**src/rtl/wdata_mux_n.sv**
```systemverilog
// N-master to 1-slave write-data multiplexer: latches an arbiter grant for a
// whole burst and forwards the selected master's beats through a 2-entry skid buffer.
module wdata_mux_n #(
    parameter int DATA_W    = 32,
    parameter int N_MASTERS = 4,
    parameter int SEL_W     = 2,
    parameter int CNT_W     = 8
) (
    input  logic                          clk,
    input  logic                          rstn,
    input  logic                          grant_valid,
    input  logic [SEL_W-1:0]              grant_idx,
    output logic                          grant_ack,
    input  logic [N_MASTERS*DATA_W-1:0]   s_wdata,
    input  logic [N_MASTERS-1:0]          s_wvalid,
    input  logic [N_MASTERS-1:0]          s_wlast,
    output logic [N_MASTERS-1:0]          s_wready,
    output logic [DATA_W-1:0]             m_wdata,
    output logic                          m_wvalid,
    output logic                          m_wlast,
    input  logic                          m_wready,
    output logic                          busy,
    output logic [SEL_W-1:0]              sel_q,
    output logic [CNT_W-1:0]              beat_cnt,
    output logic                          grant_err
);

    typedef enum logic [1:0] {
        ST_IDLE  = 2'd0,
        ST_DATA  = 2'd1,
        ST_DRAIN = 2'd2
    } state_t;

    // One extra bit so an out-of-range index is representable in the compare.
    localparam logic [SEL_W:0] N_IDX = (SEL_W + 1)'(N_MASTERS);

    state_t                r_state;
    state_t                w_next_state;
    logic [SEL_W-1:0]      r_sel;
    logic                  r_grant_ack;
    logic [CNT_W-1:0]      r_cnt;
    logic                  r_err;
    logic                  r_out_v;
    logic [DATA_W-1:0]     r_out_data;
    logic                  r_out_last;
    logic                  r_skid_full;
    logic [DATA_W-1:0]     r_skid_data;
    logic                  r_skid_last;

    logic [N_MASTERS-1:0]  w_sel_oh;
    logic [DATA_W-1:0]     w_in_data;
    logic                  w_in_valid;
    logic                  w_in_last;
    logic                  w_idx_ok;
    logic                  w_latch;
    logic                  w_accept;
    logic                  w_load;
    logic                  w_pop;
    logic [N_MASTERS-1:0]  w_wready;
    logic                  w_busy;

    function automatic logic idx_in_range(input logic [SEL_W-1:0] idx);
        return ({1'b0, idx} < N_IDX);
    endfunction

    // AND-OR mux of the latched master's data/valid/last lines.
    always_comb begin
        w_in_data = '0;
        for (int i = 0; i < N_MASTERS; i++) begin
            w_sel_oh[i] = (r_sel == SEL_W'(i));
            w_in_data   = w_in_data | (s_wdata[i*DATA_W +: DATA_W] & {DATA_W{w_sel_oh[i]}});
        end
        w_in_valid = |(s_wvalid & w_sel_oh);
        w_in_last  = |(s_wlast & w_sel_oh);
    end

    // Handshake qualifiers shared by the FSM and the buffer.
    always_comb begin
        w_idx_ok = idx_in_range(grant_idx);
        w_latch  = (r_state == ST_IDLE) && grant_valid && w_idx_ok;
        w_accept = (r_state == ST_DATA) && !r_skid_full && w_in_valid;
        w_load   = !r_out_v || m_wready;
        w_pop    = r_out_v && m_wready;
    end

    // State register.
    always_ff @(posedge clk or negedge rstn) begin
        if (!rstn) begin
            r_state <= ST_IDLE;
        end else begin
            r_state <= w_next_state;
        end
    end

    // Next-state logic; grants are ignored once a burst is in progress.
    always_comb begin
        w_next_state = r_state;
        case (r_state)
            ST_IDLE: begin
                if (w_latch) begin
                    w_next_state = ST_DATA;
                end else begin
                    w_next_state = ST_IDLE;
                end
            end
            ST_DATA: begin
                if (w_accept && w_in_last) begin
                    w_next_state = ST_DRAIN;
                end else begin
                    w_next_state = ST_DATA;
                end
            end
            ST_DRAIN: begin
                if (!r_out_v && !r_skid_full) begin
                    w_next_state = ST_IDLE;
                end else begin
                    w_next_state = ST_DRAIN;
                end
            end
            default: w_next_state = ST_IDLE;
        endcase
    end

    // FSM outputs: only the latched master may see ready, and only with skid room.
    always_comb begin
        w_wready = '0;
        w_busy   = 1'b1;
        case (r_state)
            ST_IDLE: begin
                w_busy = 1'b0;
            end
            ST_DATA: begin
                if (!r_skid_full) begin
                    w_wready = w_sel_oh;
                end else begin
                    w_wready = '0;
                end
            end
            ST_DRAIN: begin
                w_wready = '0;
            end
            default: begin
                w_wready = '0;
                w_busy   = 1'b0;
            end
        endcase
    end

    // Grant latch, ack pulse, sticky error flag and saturating beat counter.
    always_ff @(posedge clk or negedge rstn) begin
        if (!rstn) begin
            r_sel       <= '0;
            r_grant_ack <= 1'b0;
            r_cnt       <= '0;
            r_err       <= 1'b0;
        end else begin
            r_grant_ack <= w_latch;
            if (w_latch) begin
                r_sel <= grant_idx;
                r_cnt <= '0;
            end else if (w_pop && (r_cnt != {CNT_W{1'b1}})) begin
                r_cnt <= r_cnt + {{(CNT_W-1){1'b0}}, 1'b1};
            end else begin
                r_cnt <= r_cnt;
            end
            if ((r_state == ST_IDLE) && grant_valid && !w_idx_ok) begin
                r_err <= 1'b1;
            end else begin
                r_err <= r_err;
            end
        end
    end

    // Output register plus skid register; skid refills output first to keep order.
    always_ff @(posedge clk or negedge rstn) begin
        if (!rstn) begin
            r_out_v     <= 1'b0;
            r_out_data  <= '0;
            r_out_last  <= 1'b0;
            r_skid_full <= 1'b0;
            r_skid_data <= '0;
            r_skid_last <= 1'b0;
        end else if (w_load) begin
            if (r_skid_full) begin
                r_out_v     <= 1'b1;
                r_out_data  <= r_skid_data;
                r_out_last  <= r_skid_last;
                r_skid_full <= 1'b0;
            end else if (w_accept) begin
                r_out_v    <= 1'b1;
                r_out_data <= w_in_data;
                r_out_last <= w_in_last;
            end else begin
                r_out_v <= 1'b0;
            end
        end else if (w_accept) begin
            r_skid_full <= 1'b1;
            r_skid_data <= w_in_data;
            r_skid_last <= w_in_last;
        end else begin
            r_skid_full <= r_skid_full;
        end
    end

    assign grant_ack = r_grant_ack;
    assign s_wready  = w_wready;
    assign m_wdata   = r_out_data;
    assign m_wvalid  = r_out_v;
    assign m_wlast   = r_out_last;
    assign busy      = w_busy;
    assign sel_q     = r_sel;
    assign beat_cnt  = r_cnt;
    assign grant_err = r_err;

endmodule

```
**config.mk**
```make
export PLATFORM = sky130hd
export DESIGN_NAME = wdata_mux_n
export DESIGN_NICKNAME = d
export VERILOG_FILES = /design/src/rtl/wdata_mux_n.sv
export SDC_FILE = /design/constraint.sdc
export NUM_CORES = 1
export LEC_CHECK = 0
export BUFFER_PORTS_ARGS = -buffer_cell sky130_fd_sc_hd__buf_2
export CORE_ASPECT_RATIO = 1.1
export CORE_MARGIN = 2
export CORE_UTILIZATION = 45
export CTS_CLUSTER_DIAMETER = 30
export DETAILED_ROUTE_END_ITERATION = 6
export PLACE_DENSITY = 0.83
export SYNTH_ARGS = -nofsm -noshare
export SYNTH_HDL_FRONTEND = slang
export SYNTH_SLANG_ARGS = --single-unit
export TNS_END_PERCENT = 100
```
**constraint.sdc**
```tcl
create_clock -name clk -period 1.8 [get_ports clk]
set_clock_uncertainty 0.05 [all_clocks]
set_input_delay 0 -clock clk [delete_from_list [all_inputs] [get_ports clk]]
set_output_delay 0 -clock clk [all_outputs]
set_load 0.03 [all_outputs]
```
Word-level counts from Yosys, hierarchy flattened:

Index checks and enable logic that the tools add are counted.
W data, S select, Z words.

* output and inout port bits: 51
* bits of input ports: 142
* flip-flop bits (word level): 81
* word-level logic and storage cells: 64

* bitwise gates (word level): 10
* mux-type cells: 17
* equality and inequality tests: 6
* reduce and logical (&&, ||, !) cells: 20
* $add $sub $neg: 1

Operators with widths (number)
* $and A32 B32 Y32: 4
* $or A32 B32 Y32: 3
* $mux W32: 2
* $mux W8: 2
* $add A8 B1 Y8 const B: 1
* $and A4 B4 Y4: 2
* $mux W1: 8
* $mux W4: 2
* $ne A8 B8 Y1 const B: 1
* $reduce_or A4 Y1: 2
* $logic_and A1 B1 Y1: 7
* $eq A2 B2 Y1 const B: 3
* $pmux W2 S3: 1
* $reduce_bool A2 Y1: 3
* $eq A2 B1 Y1 const B: 2
* $logic_not A2 Y1: 2
* $mux W2: 2
* $reduce_and A2 Y1: 2
* $logic_not A1 Y1: 2
* $reduce_or A2 Y1: 1
* $logic_or A1 B1 Y1: 1
* $not A1 Y1: 1

Depth between registers and ports, before layout:

Gate-level depths: netlist of run 1.

* depth after elaboration: 7
* mapped depth: 8
* gate-level depth less buffers: 6

Least setup slack after synthesis of run 1:

OpenSTA, ideal clock, no wires.

* path type: register to register
* from: register r_sel[0], in the netlist sel_q[0]
* to: register r_out_data[22], in the netlist m_wdata[22]
* setup time: 0.130 ns
* arrival: 1.903 ns
* cell stages (with the launch flop): 8
* period minus slack after synthesis: 2.084 ns
* required time: 1.620 ns
* path buffers: 3
* path slack: -0.284 ns
* path through: dfrtp_1 > buf_6 > mux4_2 > a21oi_4 > or2_1 > buf_6 > buf_12 > o31ai_2

* longest elaborated chain between the ends: 7
* elaborated cells between the ends (all ways): 18
* those cells by class: eq/ne (3); mux (2); bitwise (8); reduce/logical (5)

Ends and longest elaborated chain
* start: declaration: line 39 `logic [SEL_W-1:0] r_sel;`
* start signal: assignment: line 159 `r_sel <= grant_idx;`
* $eq A2 B1 Y1 or $logic_not A2 Y1 (tied branches): line 70 `w_sel_oh[i] = (r_sel == SEL_W'(i));`
* $and A32 B32 Y32: line 71 `w_in_data = w_in_data | (s_wdata[i*DATA_W +: DATA_W] & {DATA_W{w_sel_oh[i]}});`
* $or A32 B32 Y32 (3 in series): line 71
* $mux W32: line 189 `end else if (w_accept) begin`
* $mux W32: line 184 `if (r_skid_full) begin`
* end signal: assignment: line 186 `r_out_data <= r_skid_data;`
* end signal: assignment: line 191 `r_out_data <= w_in_data;`
* end: declaration: line 44 `logic [DATA_W-1:0] r_out_data;`

Several ways; a longest one is shown, not always the timed one. The select of a mux whose other input is x is not followed.
A chain may end at the register's enable or synchronous reset.

Worst setup path in the final report of run 1:

* from: register r_sel[0], in the netlist sel_q[0]
* to: register r_skid_data[29]

* longest elaborated chain between the ends: 5
* elaborated cells between the ends (all ways): 15
* those cells by class: eq/ne (3); bitwise (8); reduce/logical (4)

Ends and longest elaborated chain
* $eq A2 B1 Y1 (tied with other cells): line 70
* $and A32 B32 Y32 or $and A4 B4 Y4 (tied branches): line 71, 73
* $or A32 B32 Y32 or $reduce_or A4 Y1 (tied branches): line 71, 73
* $or A32 B32 Y32 or $logic_and A1 B1 Y1 (tied branches): line 71, 81
* $or A32 B32 Y32 or $reduce_and A2 Y1 (tied branches)
* end signal: assignment: line 198 `r_skid_data <= w_in_data;`
* end: declaration: line 47 `logic [DATA_W-1:0] r_skid_data;`

Several ways; a longest one is shown, not always the timed one.

==> impl_results.md, run 1 <==
- Max cap viols: 0
- Layout cells sized above 1: 43.4%
- Min cycle time layout: 1.76 ns
- # DRC: 0
- Pin count of the biggest net entering global routing: 72
- Area of the multi-input gates: 2720 um2
- Via density: 5.49
- ANT cells: 0
- Root buf cell: clkbuf_16
- P per Cell Area: 1790 nW/um2
- Async SR Flop Fraction: 100%
- Min Hold Slack: 0.0530 ns
- Final instance area: 6590 um2
- Post-Syn Area: 4970 um2
- Synth Instances: 520
- Post-synth EDFFs: 0
- Core box area: 10,900 um2
- TritonCTS clock tree: built
- Hold Startpoint: s_wdata[36]
- Global Route Usage Sum: 22.8%
- Design Power: 11.8 mW
- R2R Path Start: sel_q[0]
- Die Span Y: 114 um
- Sequential area share after synthesis: 40.8%
- Hold crit path type: input pin to register
- Site row count: 40
- Final setup viols: 0
- Mean post-synth cell area: 9.56 um2
- H-tree depth: 3
- Synth Flop Type: dfrtp_1
- Total number of vias: 4,689
- Final hold vios: 0
- Slew headroom: 61.5%
- WL per Instance: 16.1 um
- Most common cell after layout, fill and taps aside: buf_2
- Yosys warnings: 0
- Syn nets: 667
- First-pass GRT wire length: 21,800 um
- Area Overhead vs Synth: 32.5%
- Initial antenna violation count: 0
- Vias in the first global route: 4,723
- Placed Cells: 830
- Fin nets: 849
- WS Path Type: register to register
- Reg clk slew, reported paths: 0.06 ns
- Worst path required time: 1.95 ns
- CP Launch Type: register
- 1st-pass router iterations: 4
- Sink Count: 81
- Worst IR Drop VDD: 0.000815 V
- Final WL: 13,800 um
- FF+latch area: 2030 um2
- CP arrival: 1.91 ns
- Die footprint: 11,900 um2
- P_leak: 3.15 nW
- Initial detailed-routing violation count: 296
- Clock tree buffer depth: 2
- Clk Latency, worst-skew pair: 0.33 ns
- Top-level port count: 193
- Commonest non-fill, non-tap cells in the layout: buf_2 (189), o21ai_0 (97), dfrtp_1 (78), nand2_1 (77)
- Final HPWL DP: 9590 um
- Slew Limit Fails: 0
- # fillers: 960
- Routability Congestion: 0.881
- Routed Antenna Nets: 0
- Worst Tran Pin Value: 0.578 ns
- FMAX: 570 MHz
- Synth Register Bits: 81
- RSZ-0062 raised after global routing: true
- Critical Path Fanout Max: 16
- Crit path launch: sel_q[0]
- Placed cell area: 6070 um2
- Die Wd: 104 um
- Fin crit share: 97.5%
- Critical Path End Type: register
- Overflow after GRT: 0
- Outcome: finished clean
- Port Buf Inserts: 191
- Num CTS Buffers: 9
- Non-Filler Instances: 854
- Initial core utilization: 45.8%
- Post-synthesis cell type count: 44
repair_timing:
action,CTS,global route
setup endpoints to repair,5,26
gates cloned,0,2
hold endpoints to repair,46,0
hold buffers,5,0
resized for setup,8,11
setup buffers,1,0
pin swaps,0,1
Yosys cell counts (4+ instances only):
master    number  share of area, %
nor2_1         5              0.38
o31ai_2       29               7.3
buf_2         14               1.4
ha_1           5               1.3
mux2i_1       34               6.8
nor2b_1       36               4.5
mux2_2        33               7.5
inv_1          4              0.30
nand2_1       77               5.8
o21ai_0       98               9.9
o22ai_1       32               4.0
dfrtp_1       81                41
clkbuf_1      25               1.9
a21oi_1        4              0.40
state kept, by name, indices dropped and copies added, names as in the netlist:
register / flops
r_skid_last: 1
m_wvalid: 1
grant_ack: 1
r_skid_full: 1
beat_cnt: 8
sel_q: 2
r_state: 2
r_skid_data: 32
m_wlast: 1
m_wdata: 32
worst paths after layout:
path | to | slack, ns | cells after the start
min reg2reg | r_skid_data[28] | 0.43 | 2
min in group asynchronous | beat_cnt[6] | 0.16 | 2
max in group asynchronous | sel_q[1] | 0.88 | 3
min | r_skid_data[4] | 0.05 | 5
max reg2reg | r_skid_data[29] | 0.04 | 5
max | r_skid_data[29] | 0.04 | 5
through the flow:
stage	setup WS, ns	setup TNS [ns]	utilization, %
3_5_place_dp	-0.0477	-0.0477	55.9
2_1_floorplan	-0.163	-5.12	-
4_1_cts	0.0160	0	59.8
3_3_place_gp	0.0539	0	55.9
5_1_grt	-0.0318	-0.220	60.7
6_report	0.0446	0	60.7
area by class of cell:
class | instances | area share (%)
clock buffers | 14 | 4.16
clock inverters | 2 | 0.912
inverters | 4 | 0.228
multi-input cells | 388 | 41.3
flip-flops and latches | 81 | 30.9
well taps | 147 | 2.79
repair buffers | 218 | 19.8
cell families (layout without fill, tap and decap cells):
kind of cell	after synthesis	in the layout	share of synthesized area (%)
other	1	1	0.0754
DFF	81	81	40.8
adders and majority gates	5	5	1.26
xor gates and xnor gates	2	2	0.352
muxes	69	69	15.2
buffers and inverters	51	238	5.59
and+or+nand+nor	134	134	12.8
AOI/OAI and AO/OA	177	177	23.9
worst max-delay path: stages, from the launching register on:
cell and delay [ns]:
dfrtp_2 0.37, mux4_2 0.55, buf_4 0.17, nand3_2 0.13, buf_4 0.23, o21ai_0 0.13
report_power, final:
group / total (mW) / switching, mW / internal, mW
combinational: 6.65 / 4.00 / 2.65
sequential: 3.14 / 0.510 / 2.62
clock: 2.04 / 0.709 / 1.33
total: 11.8 / 5.22 / 6.61
metal layers:
metal | track usage, % | vias up | wire length (um)
li1 | - | 2233 | -
met1 | 26.3 | 2211 | 5500
met2 | 41.7 | 211 | 7160
met3 | 3.59 | 34 | 778
met4 | 10.5 | 0 | 360
met5 | 0 | - | 0
Note: power is estimated with default switching activity, not from simulation.
==> run 2: changes to the inputs <==
CORE_UTILIZATION = 35   (was 45)
MAX_ROUTING_LAYER = met4   (was unset)
PLACE_DENSITY = 0.68   (was 0.83)
==> run 2 against run 1 <==
  * Global-route usage decreased by 5.7 points
  * Die area increased by 27%
  * Combinational power fell by 1%
==> impl_results.md, run 2 (same netlist as run 1, synthesis figures left out) <==
- CP bufs+invs: 1 (was 2)
- Total number of vias: 4,428 (was 4,689)
- Final setup viols: 0 (unchanged)
- Hold crit path type: input pin to register (unchanged)
- 1st-pass router iterations: 4 (unchanged)
- Area Overhead vs Synth: 34.0% (was 32.5%)
- Die Wd: 118 um (was 104 um)
- Reg clk slew, reported paths: 0.06 ns (about the same)
- R2R depth: 4 (was 5)
- Pin count of the biggest net entering global routing: 41 (was 72)
- CP arrival: 1.91 ns (about the same)
- Clock tree buffer depth: 2 (unchanged)
- Final HPWL DP: 9330 um (was 9590 um)
- Pre-CTS setup slack: -0.0140 ns (was -0.0477 ns)
- Port Buf Inserts: 191 (unchanged)
- Min cycle time layout: 1.75 ns (was 1.76 ns)
- Post-CTS Setup Bufs: 0 (was 1)
- Core box area: 13,900 um2 (was 10,900 um2)
- Critical Path End Type: register (unchanged)
- Fin crit share: 97.2% (was 97.5%)
- Root buf cell: clkbuf_16 (unchanged)
- TritonCTS clock tree: built (unchanged)
- CP Launch Type: register (unchanged)
- Hold Startpoint: s_wdata[36] (unchanged)
- Num CTS Buffers: 9 (unchanged)
- WL per Instance: 14.1 um (was 16.1 um)
- Initial core utilization: 35.9% (was 45.8%)
- Slew Limit Fails: 0 (unchanged)
- Post-layout util: 48.1% (was 60.7%)
- Crit path launch: sel_q[0] (unchanged)
- Via density: 4.93 (was 5.49)
- Site row count: 45 (was 40)
- Worst path depth: 4 (was 5)
- Most common cell after layout, fill and taps aside: buf_2 (unchanged)
- Initial antenna violation count: 0 (unchanged)
- H-tree depth: 3 (unchanged)
- First-pass GRT wire length: 20,500 um (was 21,800 um)
- Routed Antenna Nets: 0 (unchanged)
- Max incr delay on CP: 0.56 ns (was 0.55 ns)
- Global Route Usage Sum: 17.1% (was 22.8%)
- Final hold vios: 0 (unchanged)
- # DRC: 0 (unchanged)
- Layout cells sized above 1: 44.0% (was 43.4%)
- Slowest CP cell: mux4_2 (unchanged)
- Outcome: finished clean (unchanged)
- Initial detailed-routing violation count: 326 (was 296)
- RSZ-0062 raised after global routing: true (unchanged)
- ANT cells: 0 (unchanged)
- Worst path required time: 1.96 ns (was 1.95 ns)
- P_leak: 3.17 nW (was 3.15 nW)
- Critical Path Fanout Max: 3 (was 16)
- P per Cell Area: 1740 nW/um2 (was 1790 nW/um2)
- Worst IR Drop VDD: 0.000584 V (was 0.000815 V)
- Design Power: 11.6 mW (was 11.8 mW)
- Die footprint: 15,200 um2 (was 11,900 um2)
- Vias in the first global route: 4,230 (was 4,723)
- CP delay by family, top: multiplexers (unchanged)
- Commonest non-fill, non-tap cells in the layout: buf_2 (189), o21ai_0 (98), dfrtp_1 (78), nand2_1 (77) (was buf_2 (189), o21ai_0 (97), dfrtp_1 (78), nand2_1 (77))
- Max cap viols: 0 (unchanged)
- Top-level port count: 193 (unchanged)
- Worst path cell trace: mux4_2 > buf_4 > nand3_2 > mux2_2 (was mux4_2 > buf_4 > nand3_2 > buf_4 > o21ai_0)
- R2R Path Start: sel_q[0] (unchanged)
- Overflow after GRT: 0 (unchanged)
- Final WL: 12,700 um (was 13,800 um)
- Die Span Y: 129 um (was 114 um)
- Routability Congestion: 0.770 (was 0.881)
- Cell depth of the worst hold path: 5 (unchanged)
- Fin nets: 853 (was 849)
- WS Path Type: register to register (unchanged)
- Clk Latency, worst-skew pair: 0.33 ns (about the same)
- Final WS setup: 0.0513 ns (was 0.0446 ns)
- Final setup TNS: 0 ns (unchanged)
- FMAX: 572 MHz (was 570 MHz)
- Sink Count: 81 (unchanged)
[run 2: final timing paths]
kind	slack, ns	to
setup / recovery	0.05	r_skid_last
min in group asynchronous	0.06	beat_cnt[5]
setup reg to reg	0.05	r_skid_last
hold reg to reg	0.43	r_skid_data[28]
max in group asynchronous	1.02	m_wdata[9]
hold / removal	0.05	r_skid_data[4]
[run 2: stage by stage]
stage,hold slack (ns),area [um2],instances
5_1_grt,0.0694,6660,899
2_1_floorplan,-0.346,4990,520
3_5_place_dp,-0.143,6200,877
3_3_place_gp,-0.148,6200,877
4_1_cts,0.0432,6600,898
6_report,0.0484,6660,899
[run 2: power by group]
part | total (mW) | switching, mW | internal, mW
Combinational | 6.56 | 3.90 | 2.66
Clock | 1.98 | 0.731 | 1.25
Sequential | 3.04 | 0.417 | 2.62
Total | 11.6 | 5.05 | 6.53
[run 2: metal layers]
metal  GRT usage (%)  share of wire, %  routed length, um  vias to the layer above
li1                -                 -                  -                     2245
met1            20.2                43               5490                     2037
met2            29.4                50               6320                      138
met3            4.21               6.0                756                        8
met4            4.25              0.81                102                        0
met5               -                 0                  0                        -
[run 2: final cells by class]
| type | count | area [um2] |
|---|---|---|
| Timing Repair Buffer | 222 | 1330 |
| Multi-Input combinational cell | 388 | 2730 |
| Clock inverter | 5 | 78.8 |
| Fill cell | 1342 | 7190 |
| Sequential cell | 81 | 2030 |
| Inverter | 4 | 15.0 |
| Tap cell | 188 | 235 |
| Clock buffer | 11 | 243 |
[run 2: repair_timing]
action / 4_1_cts / 5_1_grt
hold buffers: 5 / 0
pin swaps: 0 / 1
setup endpoints to repair: 7 / 28
cloned: 0 / 1
gates resized for setup: 8 / 7
hold endpoints to repair: 85 / 0
[run 2: tightest hold or removal path, delay by kind of cell]
kind / cells / cell delay (ns)
compound gates: 2 / 0.19
mux: 1 / 0.05
buf+inv: 1 / 0.07
simple gates: 1 / 0.07
==> run 3: changes to the inputs <==
--- a/config.mk
+++ b/config.mk
@@ -14,4 +14,5 @@
 export MAX_ROUTING_LAYER = met4
 export PLACE_DENSITY = 0.68
+export SLEW_MARGIN = 5
 export SYNTH_ARGS = -nofsm -noshare
 export SYNTH_HDL_FRONTEND = slang
==> constraint.sdc (replaced) <==
create_clock -name clk -period 1.8 [get_ports clk]
set_clock_uncertainty 0.05 [all_clocks]
set_input_delay 0.27 -clock clk [delete_from_list [all_inputs] [get_ports clk]]
set_output_delay 0.27 -clock clk [all_outputs]
set_load 0.03 [all_outputs]
==> run 3 against run 2 <==
  * The run now ends with setup timing left
  * First-iteration DRC count shrank 56%
  * Fmax shrank 3.5%
  * Critical path depth grew 1
  * Global-route usage grew 2.3 points
  * Design area grew 1.2%
  * Combinational power grew 4.9%
  * Register-to-register slack is essentially flat
  * Hold slack gained 0.049 ns
  * Largest power group unchanged
==> impl_results.md, run 3 (same netlist as run 1, synthesis figures left out) <==
- Outcome: finished, violations left (was finished clean)
- Failing checks: setup timing
- Initial antenna violation count: 0 (unchanged)
- Top-level port count: 193 (unchanged)
- Slew Limit Fails: 0 (unchanged)
- CP arrival: 1.49 ns (was 1.91 ns)
- Layout cells sized above 1: 44.7% (was 44.0%)
- Core box area: 13,900 um2 (unchanged)
- Pin count of the biggest net entering global routing: 43 (was 41)
- Final setup TNS: -0.0121 ns (was 0 ns)
- Worst IR Drop VDD: 0.000637 V (was 0.000584 V)
- Max incr delay on CP: 0.39 ns (was 0.56 ns)
- Final WS setup: -0.0121 ns (was 0.0513 ns)
- Worst path required time: 1.48 ns (was 1.96 ns)
- CP delay by family, top: flip-flops (was multiplexers)
- Design Power: 12.1 mW (was 11.6 mW)
- RSZ-0062 raised after global routing: true (unchanged)
- Die Wd: 118 um (unchanged)
- Reg clk slew, reported paths: 0.06 ns (about the same)
- Overflow after GRT: 0 (unchanged)
- # fillers: 1,343 (was 1,342)
- P per Cell Area: 1790 nW/um2 (was 1740 nW/um2)
- Most common cell after layout, fill and taps aside: buf_2 (unchanged)
- Total number of vias: 4,570 (was 4,428)
- Num CTS Buffers: 9 (unchanged)
- 1st-pass router iterations: 4 (unchanged)
- H-tree depth: 3 (unchanged)
- # DRC: 0 (unchanged)
- Routed Antenna Nets: 0 (unchanged)
- Pre-CTS setup slack: 0.00969 ns (was -0.0140 ns)
- Fin crit share: 101% (was 97.2%)
- Initial detailed-routing violation count: 144 (was 326)
- CP bufs+invs: 2 (was 1)
- Via density: 5.08 (was 4.93)
- CP Launch Type: register (unchanged)
- Hold crit path type: input pin to register (unchanged)
- Min Hold Slack: 0.0976 ns (was 0.0484 ns)
- Routability Congestion: 0.802 (was 0.770)
- Initial core utilization: 35.9% (unchanged)
- Final hold vios: 0 (unchanged)
- WS Path Type: register to output pin (was register to register)
- Final HPWL DP: 9780 um (was 9330 um)
- Site row count: 45 (unchanged)
- Non-Filler Instances: 899 (unchanged)
- ANT cells: 0 (unchanged)
- P_leak: 3.21 nW (was 3.17 nW)
- Area Overhead vs Synth: 35.6% (was 34.0%)
- First-pass GRT wire length: 22,600 um (was 20,500 um)
- Commonest non-fill, non-tap cells in the layout: buf_2 (186), o21ai_0 (98), dfrtp_1 (78), nand2_1 (77) (was buf_2 (189), o21ai_0 (98), dfrtp_1 (78), nand2_1 (77))
- R2r setup slk: 0.04 ns (was 0.05 ns)
- Post-layout util: 48.7% (was 48.1%)
- Critical Path End Type: output pin (was register)
- WL per Instance: 16.0 um (was 14.1 um)
- Sink Count: 81 (unchanged)
- Placed cell area: 6170 um2 (was 6200 um2)
- Slowest CP cell: dfrtp_1 (was mux4_2)
- Final WL: 14,400 um (was 12,700 um)
- Root buf cell: clkbuf_16 (unchanged)
- Worst path cell trace: inv_2 > ha_4 > nor2b_4 > nor3b_2 > buf_4 (was mux4_2 > buf_4 > nand3_2 > mux2_2)
- TritonCTS clock tree: built (unchanged)
- Fin nets: 853 (unchanged)
- FMAX: 552 MHz (was 572 MHz)
- Placed Cells: 873 (was 877)
- Final instance area: 6740 um2 (was 6660 um2)
- Global Route Usage Sum: 19.3% (was 17.1%)
- Final setup viols: 1 (was 0)
- Clock tree buffer depth: 2 (unchanged)
- Die Span Y: 129 um (unchanged)
- Port Buf Inserts: 191 (unchanged)
- Max cap viols: 0 (unchanged)
- Die footprint: 15,200 um2 (unchanged)
- Vias in the first global route: 4,417 (was 4,230)
- Clk Latency, worst-skew pair: 0.33 ns (about the same)
- Critical Path Fanout Max: 5 (was 3)
- Min cycle time layout: 1.81 ns (was 1.75 ns)
run 3: cell type report:
class / count / area (um2) / share of cell area (%)
flip-flops and latches: 81 / 2030 / 30.2
inverters: 4 / 15.0 / 0.223
well taps: 188 / 235 / 3.49
clock inverters: 6 / 105 / 1.56
multi-input cells: 388 / 2730 / 40.4
clock buffers: 10 / 239 / 3.54
repair buffers: 222 / 1390 / 20.6
run 3: power breakdown:
| part | total, mW | switching, mW | internal (mW) | leakage (nW) |
|---|---|---|---|---|
| registers | 3.08 | 0.460 | 2.62 | 1.02 |
| clock network | 2.10 | 0.710 | 1.39 | 0.172 |
| logic | 6.88 | 4.05 | 2.83 | 2.02 |
run 3: final timing paths:
path                            startpoint               to  cells after the start
setup / recovery                r_state[1]      s_wready[0]                      5
max in group asynchronous             rstn   r_skid_data[4]                      3
min in group asynchronous             rstn  r_skid_data[23]                      2
setup reg to reg                  sel_q[0]      r_skid_last                      4
hold reg to reg            r_skid_data[21]  r_skid_data[21]                      2
hold / removal                grant_idx[0]         sel_q[0]                      3
run 3: layer usage:
metal | wire length [um] | GRT usage, % | up-vias
li1 | - | - | 2250
met1 | 6120 | 23.0 | 2160
met2 | 7370 | 33.7 | 141
met3 | 591 | 2.66 | 19
met4 | 287 | 6.95 | 0
met5 | 0 | - | -
run 3: tightest hold or removal path: stages:
cell	delay (ns)
buf_2	0.07
nand2_1	0.04
nand2_1	0.06
run 3: what timing repair did:
item / in CTS / in global routing
buffers inserted: 5 / 2
hold buffers: 1 / 0
endpoints found under the hold margin: 17 / 0
endpoints found under the setup margin: 5 / 20
pin swaps: 0 / 1
gates cloned: 2 / 1
resized for setup: 12 / 8
